$ cat src/rtl/rgb_seq_ctrl_pkg.sv
// Shared definitions for the RGB sequencer: FSM state encoding, PWM
// constants, button index map and the auto-step period shift helper.
package rgb_seq_ctrl_pkg;

   typedef enum logic [1:0] {
      ST_MANUAL = 2'd0,
      ST_AUTO   = 2'd1,
      ST_PAUSE  = 2'd2
   } state_t;

   localparam int PWM_W        = 8;
   localparam int PWM_DIM_DUTY = 64;

   localparam int BTN_STEP  = 0;
   localparam int BTN_PAUSE = 1;
   localparam int BTN_SPEED = 2;
   localparam int BTN_CLEAR = 3;

   // Speed 0 is the slowest setting (8x base period), speed 3 the fastest (1x).
   function automatic logic [1:0] period_shift(input logic [1:0] speed);
      return 2'd3 - speed;
   endfunction

endpackage

$ cat src/rtl/rgb_seq_ctrl_btn_debounce.sv
// Single-button debouncer. The input must already be synchronized.
// The level follows din only after DEB_CYC consecutive differing samples.
// A one-cycle registered pulse marks each accepted rising edge, but only
// once the button has been seen released after reset. This keeps a
// button that is held through reset from producing a spurious press.
import rgb_seq_ctrl_pkg::*;

module btn_debounce #(
   parameter int DEB_CYC = 1_250_000
) (
   input  logic clk,
   input  logic rst_n,
   input  logic din,
   output logic level,
   output logic rise
);

   // Arming needs two extra samples so the zeros flushed out of the
   // synchronizer right after reset can never arm a held button.
   localparam int ARM_CYC = DEB_CYC + 2;
   localparam int CNT_W   = $clog2(ARM_CYC + 1);

   logic [CNT_W-1:0] cnt;
   logic [CNT_W-1:0] arm_cnt;
   logic             armed;
   logic             level_d;

   // Accept a new level after DEB_CYC consecutive samples that disagree with it.
   always_ff @(posedge clk or negedge rst_n) begin
      if (!rst_n) begin
         cnt   <= '0;
         level <= 1'b0;
      end else if (din != level) begin
         if (cnt == CNT_W'(DEB_CYC - 1)) begin
            level <= din;
            cnt   <= '0;
         end else begin
            cnt <= cnt + 1'b1;
         end
      end else begin
         cnt <= '0;
      end
   end

   // Arm the pulse output once the button has been seen stably released.
   always_ff @(posedge clk or negedge rst_n) begin
      if (!rst_n) begin
         armed   <= 1'b0;
         arm_cnt <= '0;
      end else if (!armed) begin
         if (din) begin
            arm_cnt <= '0;
         end else if (arm_cnt == CNT_W'(ARM_CYC - 1)) begin
            armed <= 1'b1;
         end else begin
            arm_cnt <= arm_cnt + 1'b1;
         end
      end
   end

   // Registered one-cycle pulse on each accepted rising level.
   always_ff @(posedge clk or negedge rst_n) begin
      if (!rst_n) begin
         level_d <= 1'b0;
         rise    <= 1'b0;
      end else begin
         level_d <= level;
         rise    <= level & ~level_d & armed;
      end
   end

endmodule

$ cat src/rtl/rgb_seq_ctrl.sv
// RGB colour sequencer. Buttons step, pause, change speed and clear a
// 3-bit colour code, either manually or on an auto-step timer. A PWM gate
// optionally dims the output to 25% duty.
import rgb_seq_ctrl_pkg::*;

module rgb_seq_ctrl #(
   parameter int CLK_HZ   = 125_000_000,
   parameter int DEB_CYC  = CLK_HZ / 100,
   parameter int STEP_CYC = CLK_HZ / 40
) (
   input  logic       clk,
   input  logic       rst_n,
   input  logic [1:0] sw,
   input  logic [3:0] btn,
   output logic [2:0] rgb_code,
   output logic       rgb_en,
   output logic [1:0] state
);

   localparam int                TICK_W = $clog2(8 * STEP_CYC + 1);
   localparam logic [TICK_W-1:0] STEP_V = TICK_W'(STEP_CYC);

   logic [1:0]        sw_p0, sw_p1;
   logic [3:0]        btn_p0, btn_p1;
   logic [3:0]        btn_lvl, btn_rise, btn_pulse;
   logic [1:0]        speed;
   logic [TICK_W-1:0] tick_cnt;
   logic [TICK_W-1:0] period_m1;
   logic [PWM_W-1:0]  pwm_cnt;
   logic [2:0]        code_r;
   state_t            state_r;
   logic              mode, dim;

   // Two-flop synchronizers for every asynchronous switch and button input.
   always_ff @(posedge clk or negedge rst_n) begin
      if (!rst_n) begin
         sw_p0  <= '0;
         sw_p1  <= '0;
         btn_p0 <= '0;
         btn_p1 <= '0;
      end else begin
         sw_p0  <= sw;
         sw_p1  <= sw_p0;
         btn_p0 <= btn;
         btn_p1 <= btn_p0;
      end
   end

   for (genvar i = 0; i < 4; i++) begin : g_deb
      btn_debounce #(.DEB_CYC(DEB_CYC)) u_deb (
         .clk   (clk),
         .rst_n (rst_n),
         .din   (btn_p1[i]),
         .level (btn_lvl[i]),
         .rise  (btn_rise[i])
      );
   end

   // A press pulse is only honoured while the debounced button is still down.
   assign btn_pulse = btn_rise & btn_lvl;
   assign mode      = sw_p1[0];
   assign dim       = sw_p1[1];
   assign period_m1 = (STEP_V << period_shift(speed)) - 1'b1;

   // Speed selector cycles 0..3 on each speed press, in every state.
   always_ff @(posedge clk or negedge rst_n) begin
      if (!rst_n) begin
         speed <= 2'd0;
      end else if (btn_pulse[BTN_SPEED]) begin
         speed <= speed + 2'd1;
      end
   end

   // Mode FSM with colour code and auto-step tick counter; clear overrides last.
   always_ff @(posedge clk or negedge rst_n) begin
      if (!rst_n) begin
         state_r  <= ST_MANUAL;
         code_r   <= 3'd0;
         tick_cnt <= '0;
      end else begin
         case (state_r)
            ST_MANUAL: begin
               tick_cnt <= '0;
               if (mode) begin
                  state_r <= ST_AUTO;
               end else if (btn_pulse[BTN_STEP]) begin
                  code_r <= code_r + 3'd1;
               end
            end
            ST_AUTO: begin
               if (!mode) begin
                  state_r  <= ST_MANUAL;
                  tick_cnt <= '0;
               end else if (btn_pulse[BTN_PAUSE]) begin
                  state_r <= ST_PAUSE;
               end else if (tick_cnt >= period_m1) begin
                  code_r   <= code_r + 3'd1;
                  tick_cnt <= '0;
               end else begin
                  tick_cnt <= tick_cnt + 1'b1;
               end
            end
            ST_PAUSE: begin
               // Resuming keeps the frozen count so the remaining period is honoured.
               if (!mode) begin
                  state_r  <= ST_MANUAL;
                  tick_cnt <= '0;
               end else if (btn_pulse[BTN_PAUSE]) begin
                  state_r <= ST_AUTO;
               end else if (btn_pulse[BTN_STEP]) begin
                  code_r <= code_r + 3'd1;
               end
            end
            default: begin
               state_r  <= ST_MANUAL;
               tick_cnt <= '0;
            end
         endcase
         if (btn_pulse[BTN_CLEAR]) begin
            code_r   <= 3'd0;
            tick_cnt <= '0;
         end
      end
   end

   // Free-running PWM counter and registered dimming gate.
   always_ff @(posedge clk or negedge rst_n) begin
      if (!rst_n) begin
         pwm_cnt <= '0;
         rgb_en  <= 1'b1;
      end else begin
         pwm_cnt <= pwm_cnt + 1'b1;
         rgb_en  <= ~dim | (pwm_cnt < PWM_W'(PWM_DIM_DUTY));
      end
   end

   assign rgb_code = code_r;
   assign state    = state_r;

endmodule

$ cat config.mk
export PLATFORM = sky130hd
export DESIGN_NAME = rgb_seq_ctrl
export DESIGN_NICKNAME = d
export VERILOG_FILES = /design/src/rtl/rgb_seq_ctrl_pkg.sv /design/src/rtl/rgb_seq_ctrl_btn_debounce.sv /design/src/rtl/rgb_seq_ctrl.sv
export SDC_FILE = /design/constraint.sdc
export NUM_CORES = 1
export LEC_CHECK = 0
export BUFFER_PORTS_ARGS = -buffer_cell sky130_fd_sc_hd__buf_2
export CAP_MARGIN = 20
export CORE_MARGIN = 3
export CORE_UTILIZATION = 45
export DETAILED_ROUTE_END_ITERATION = 7
export REMOVE_ABC_BUFFERS = 1
export SLEW_MARGIN = 0
export SYNTH_ARGS = -nofsm -noshare
export SYNTH_HDL_FRONTEND = slang
export SYNTH_HIERARCHICAL = 1
export SYNTH_SLANG_ARGS = --single-unit
$ cat constraint.sdc
create_clock -name clk -period 4.1 [get_ports clk]
set_input_delay 0.82 -clock clk [delete_from_list [all_inputs] [get_ports clk]]
set_output_delay 0.82 -clock clk [all_outputs]
set_load 0.03 [all_outputs]
# Yosys cells after proc, flatten, opt, wreduce, memory -nomap -nowiden
# Cells that the tools add are included.
# word_totals
in_bits	8
out_inout_bits	6
ff_bits	237
wordCells	161
# classes
bitwise	19
n_lt_le_gt_ge	2
mux	49
n_shift	1
eq_ne	29
reduce_logical	13
addsub	14
# ops
cell	count
$mux 21	16
$add 21x1->21 const B	8
$eq 21x21->1 const B	8
$mux 25	5
$pmux 25 s2	1
$ne 3x3->1 const B	9
$add 25x1->25 const B	1
$ge 25x25->1	1
$shl 22x2->25 const A	1
$sub 25x1->25 const B	1
$mux 3	8
$reduce_and 2->1	9
$mux 1	12
$mux 2	5
$ne 2x2->1 const B	5
$not 1->1	9
$pmux 3 s3	1
$add 8x1->8 const B	1
$and 1x1->1	8
$lt 8x7->1 const B	1
$reduce_and 7->1	1
$pmux 2 s3	1
$and 4x4->4	1
$ne 1x1->1	4
10 further kinds	10

# Logic depth before layout (Yosys ltp)
# logic_depth
depth_word	9
mapped_depth	11
ltp_nobuf	10

# Hierarchy
# Netlist, hierarchy kept.
# by_module_without_submodules
mod	area_per_inst_um2	cells_per_inst	n_inst
btn_debounce	2593.7	268	4
rgb_seq_ctrl	3021.6	316	1

# Worst setup path before layout
# OpenSTA, ideal clock, no wires.
# synth_timing
path_type	flip-flop to flip-flop
start	reg speed[0]
end	reg tick_cnt[1]
arrival_time_ps	2845
path_stages_with_launch	12
setup_ps	121
path_slack_ps	1134
synth_period_minus_slack_ps	2966
cell_sequence	dfrtp_1 > inv_1 > ha_1 > or4_1 > ha_1 > nand4b_1 > nor4_1 > a2111oi_2 > and3_4 > and2_4 > buf_6 > a22o_1
# synth_between
elab_chain_len	9
# synth_rtl
element	line_no	rtl
start: declaration	rgb_seq_ctrl.sv:26	logic [1:0] speed;
start signal: assignment	rgb_seq_ctrl.sv:70	speed <= speed + 2'd1;
$sub 2x2->2	rgb_seq_ctrl_pkg.sv:21	return 2'd3 - speed;
$shl 22x2->25	rgb_seq_ctrl.sv:63	assign period_m1 = (STEP_V << period_shift(speed)) - 1'b1;
$sub 25x1->25	rgb_seq_ctrl.sv:63	
$ge 25x25->1	rgb_seq_ctrl.sv:96	end else if (tick_cnt >= period_m1) begin
$mux 25	rgb_seq_ctrl.sv:96	
$mux 25	rgb_seq_ctrl.sv:94	end else if (btn_pulse[BTN_PAUSE]) begin
$mux 25	rgb_seq_ctrl.sv:91	if (!mode) begin
$pmux 25 s2	rgb_seq_ctrl.sv:81	case (state_r)
$mux 25	rgb_seq_ctrl.sv:119	if (btn_pulse[BTN_CLEAR]) begin
end signal: assignment	rgb_seq_ctrl.sv:100	tick_cnt <= tick_cnt + 1'b1;
end: declaration	rgb_seq_ctrl.sv:27	logic [TICK_W-1:0] tick_cnt;
# Every way passes these cells. The select of a mux whose other input is x is not followed.
# A chain may end at the register's enable or synchronous reset.

# Final worst setup path
# layout_timing
start	reg speed[0]
end	reg tick_cnt[15]
# Same word-level chain as after synthesis.

==> run_results.csv <==
group,metric,value,unit
worst_setup_path,required,4520,ps
logic_synthesis,synth_most_common_cell,"dfrtp_1",
cells_and_area,fillers,2704,
logic_synthesis,synth_edf_count,0,
logic_synthesis,yosysTopAreaCell,"dfrtp_1",
floorplanning,ios,14,
cells_and_area,diodes,0,
grt,grt_usage,0.181,
worst_setup_path,cp-start-kind,"flip-flop",
logic_synthesis,ys_warn_count,6,
detailed_routing,num_vias,10600,
clock_network,cts-buffers-inserted,27,
floorplanning,start_util,0.462,
power_and_ir_drop,fin_total_pwr,0.00504,W
clock_network,clockBufferDepth,3,
detailed_routing,routedWlPerCell,16.2,um
logic_synthesis,yosysUniqueCellTypes,74,
cells_and_area,drive_gt1_frac,0.0916,
grt,antenna_found_initial,0,
worst_setup_path,end_kind,"flip-flop",
grt,grt_pass1_vias,9948,
clock_network,cts_sinks,237,
clock_network,cts_max_level,1,
logic_synthesis,syn_inst,1388,
detailed_routing,routed_wl,28900,um
floorplanning,die_h,179,um
clock_network,post_cts_buffers,0,
clock_network,clockRootBuffer,"clkbuf_16",
logic_synthesis,synth_area,0.0134,mm2
grt,grt_max_degree,88,
logic_synthesis,syn_area_per_cell,9.65,um2
power_and_ir_drop,internal_power,0.00389,W
power_and_ir_drop,comb_power_share,0.042,
placement,dp_hpwl,18700,um
clock_network,cts_hold_buffers,0,
timing,hold_violations,0,
status,status,"complete, no violations",
worst_setup_path,crit_fanout,10,
timing,worst_pin_slew,853,ps
cells_and_area,syn2layout_area_growth,9.52,%
worst_setup_path,crit_arrival,3840,ps
floorplanning,die_area,0.0319,mm2
logic_synthesis,yosysSeqAreaShare,0.443,
grt,grt_overflow,0,
flow_run,max_cap_viol_count,0,
logic_synthesis,async_flop_share,1.00,
timing,clock_skew,11.2,ps
timing,rsz0062_at_grt,"no",
timing,tns,0,ps
clock_network,path_clk_slew,60,ps
detailed_routing,drt_iter0_markers,813,
power_and_ir_drop,power.leakage,6.21,nW
clock_network,clk_latency,530,ps
logic_synthesis,synth_commonest_cells,"dfrtp_1 (236), nor2_1 (125), nand2_1 (103)",
floorplanning,core,0.0290,mm2
placement,gp_congestion,0.854,
timing,relSlewSlack,0.432,
detailed_routing,via_per_inst,5.91,
cells_and_area,nets,1441,
worst_hold_path,hold_path.class,"in2async",
timing,setup_violations,0,
worst_setup_path,critPathKind,"reg2reg",
timing,fin_crit_sh,0.833,
power_and_ir_drop,peakVddDrop,0.000281,V
clock_network,cts_tree,"done",
detailed_routing,antenna_left,0,
power_and_ir_drop,p_switching,0.00115,W
power_and_ir_drop,pwr_density_cell,344,mW/mm2
detailed_routing,drtPass1Iterations,5,
logic_synthesis,yosys-top-cells-area,"dfrtp_1 (44%), ha_1 (4.0%), nor2_1 (3.5%)",
logic_synthesis,synthFlopType,"dfrtp_1",
timing,fmax,293,MHz
detailed_routing,route.detailed.drc,0,
power_and_ir_drop,seq_power_share,0.479,
cells_and_area,seq_area,0.00593,mm2
floorplanning,placementRows,62,
cells_and_area,multi_input_area,0.00694,mm2
timing,fin_hold_ws,291,ps
timing,slew_violations,0,
timing,fin_crit,3410,ps
grt,grt_pass1_wl,49500,um
placement,port_buffers,13,
floorplanning,die_x,179,um
power_and_ir_drop,swShare,0.229,
logic_synthesis,synth_seq_cells,237,
power_and_ir_drop,power.share.clock,0.479,
logic_synthesis,netlist.area_leader.share,0.441,
clock_network,postCtsResizedCells,0,
-- worst max-delay path: stages (launching register included) --
cell and delay [ps]:
dfrtp_1 510, inv_1 180, ha_1 270, or4_1 520, ha_1 310, nand4b_1 120, nor4_1 380, a2111oi_2 140
nand4_1 300, buf_4 230, o21ai_0 100, a22o_1 270
-- metrics by stage --
stage	utilization	worst slack [ps]	cell area (um2)	cells
2_1_floorplan	-	1130	13100	1335
3_3_place_gp	0.476	802	13800	1745
3_5_place_dp	0.476	668	13800	1745
4_1_cts	0.506	656	14700	1792
5_1_grt	0.506	406	14700	1792
6_report	0.506	685	14700	1792
-- kinds of logic (layout without fill, tap and decap cells) --
group	count (synthesis)	count (layout)	synth area share
other	1	2	0.000280
AND/OR/NAND/NOR	605	605	0.265
buffers and inverters	124	143	0.0397
adder cells (fa/ha/maj)	43	43	0.0402
XOR/XNOR	56	56	0.0366
multiplexers	32	32	0.0248
flip-flops	237	237	0.443
AO/OA/AOI/OAI	290	290	0.151
-- registers in the layout, summed over array words and instances, names as in the netlist --
signal               flops
g_deb.u_deb/cnt         84
rgb_code                 3
sw_p0                    2
g_deb.u_deb/level_d      4
g_deb.u_deb/arm_cnt     84
btn_p0                   4
sw_p1                    2
g_deb.u_deb/rise         4
tick_cnt                25
g_deb.u_deb/armed        4
state                    2
pwm_cnt                  8
speed                    2
rgb_en                   1
btn_p1                   4
g_deb.u_deb/level        4
-- power by group through the flow --
stage / clock network [W] / logic [W] / registers, W
floorplan: 0 / 0.0000908 / 0.00247
finish: 0.00241 / 0.000213 / 0.00241
global placement: 0 / 0.000215 / 0.00245
CTS: 0.00249 / 0.000221 / 0.00241
global route: 0.00258 / 0.000248 / 0.00242
detailed placement: 0 / 0.000217 / 0.00246
-- area by class of cell --
class | instances | area share
clock buffer | 37 | 0.0507
tap | 384 | 0.0327
multi-input combinational | 1028 | 0.473
timing repair buffer | 26 | 0.0126
inverter | 70 | 0.0179
sequential | 237 | 0.404
clock inverter | 10 | 0.00895
-- layout by cell type, fill, tap and decap left out, types with 16 or more instances in the layout --
cell type / count
nor4_1: 19
o21ai_0: 58
dfrtp_1: 236
clkbuf_16: 27
a21oi_1: 62
xnor2_1: 29
and4_1: 26
nor3b_1: 16
and3_1: 26
nor2_1: 125
o2bb2ai_1: 20
mux2i_1: 22
nor4b_1: 16
inv_1: 66
nand2_1: 103
a31oi_1: 17
nand3_1: 69
ha_1: 43
nor3_1: 54
o31ai_1: 24
or4_1: 29
nand4_1: 47
xor2_1: 27
-- routing by layer --
layer / GRT usage / wire [um] / share of wire
met5: 0 / 0 / 0
met1: 0.262 / 14200 / 0.49
met2: 0.291 / 13200 / 0.45
met4: 0.0406 / 585 / 0.020
met3: 0.0234 / 961 / 0.033
-- worst paths after layout --
kind | end | depth (start not counted) | start | slack, ps
worst max-delay path | tick_cnt[15] | 11 | speed[0] | 690
worst min-delay path | sw_p0[0] | 1 | rst_n | 290
worst max register to register | tick_cnt[15] | 11 | speed[0] | 690
worst min register to register | sw_p1[1] | 0 | sw_p0[1] | 350
max in group asynchronous | g_deb[2].u_deb/arm_cnt[7] | 2 | rst_n | 2810
min in group clk | sw_p1[1] | 0 | sw_p0[1] | 350
(Power assumes the default switching activity.)
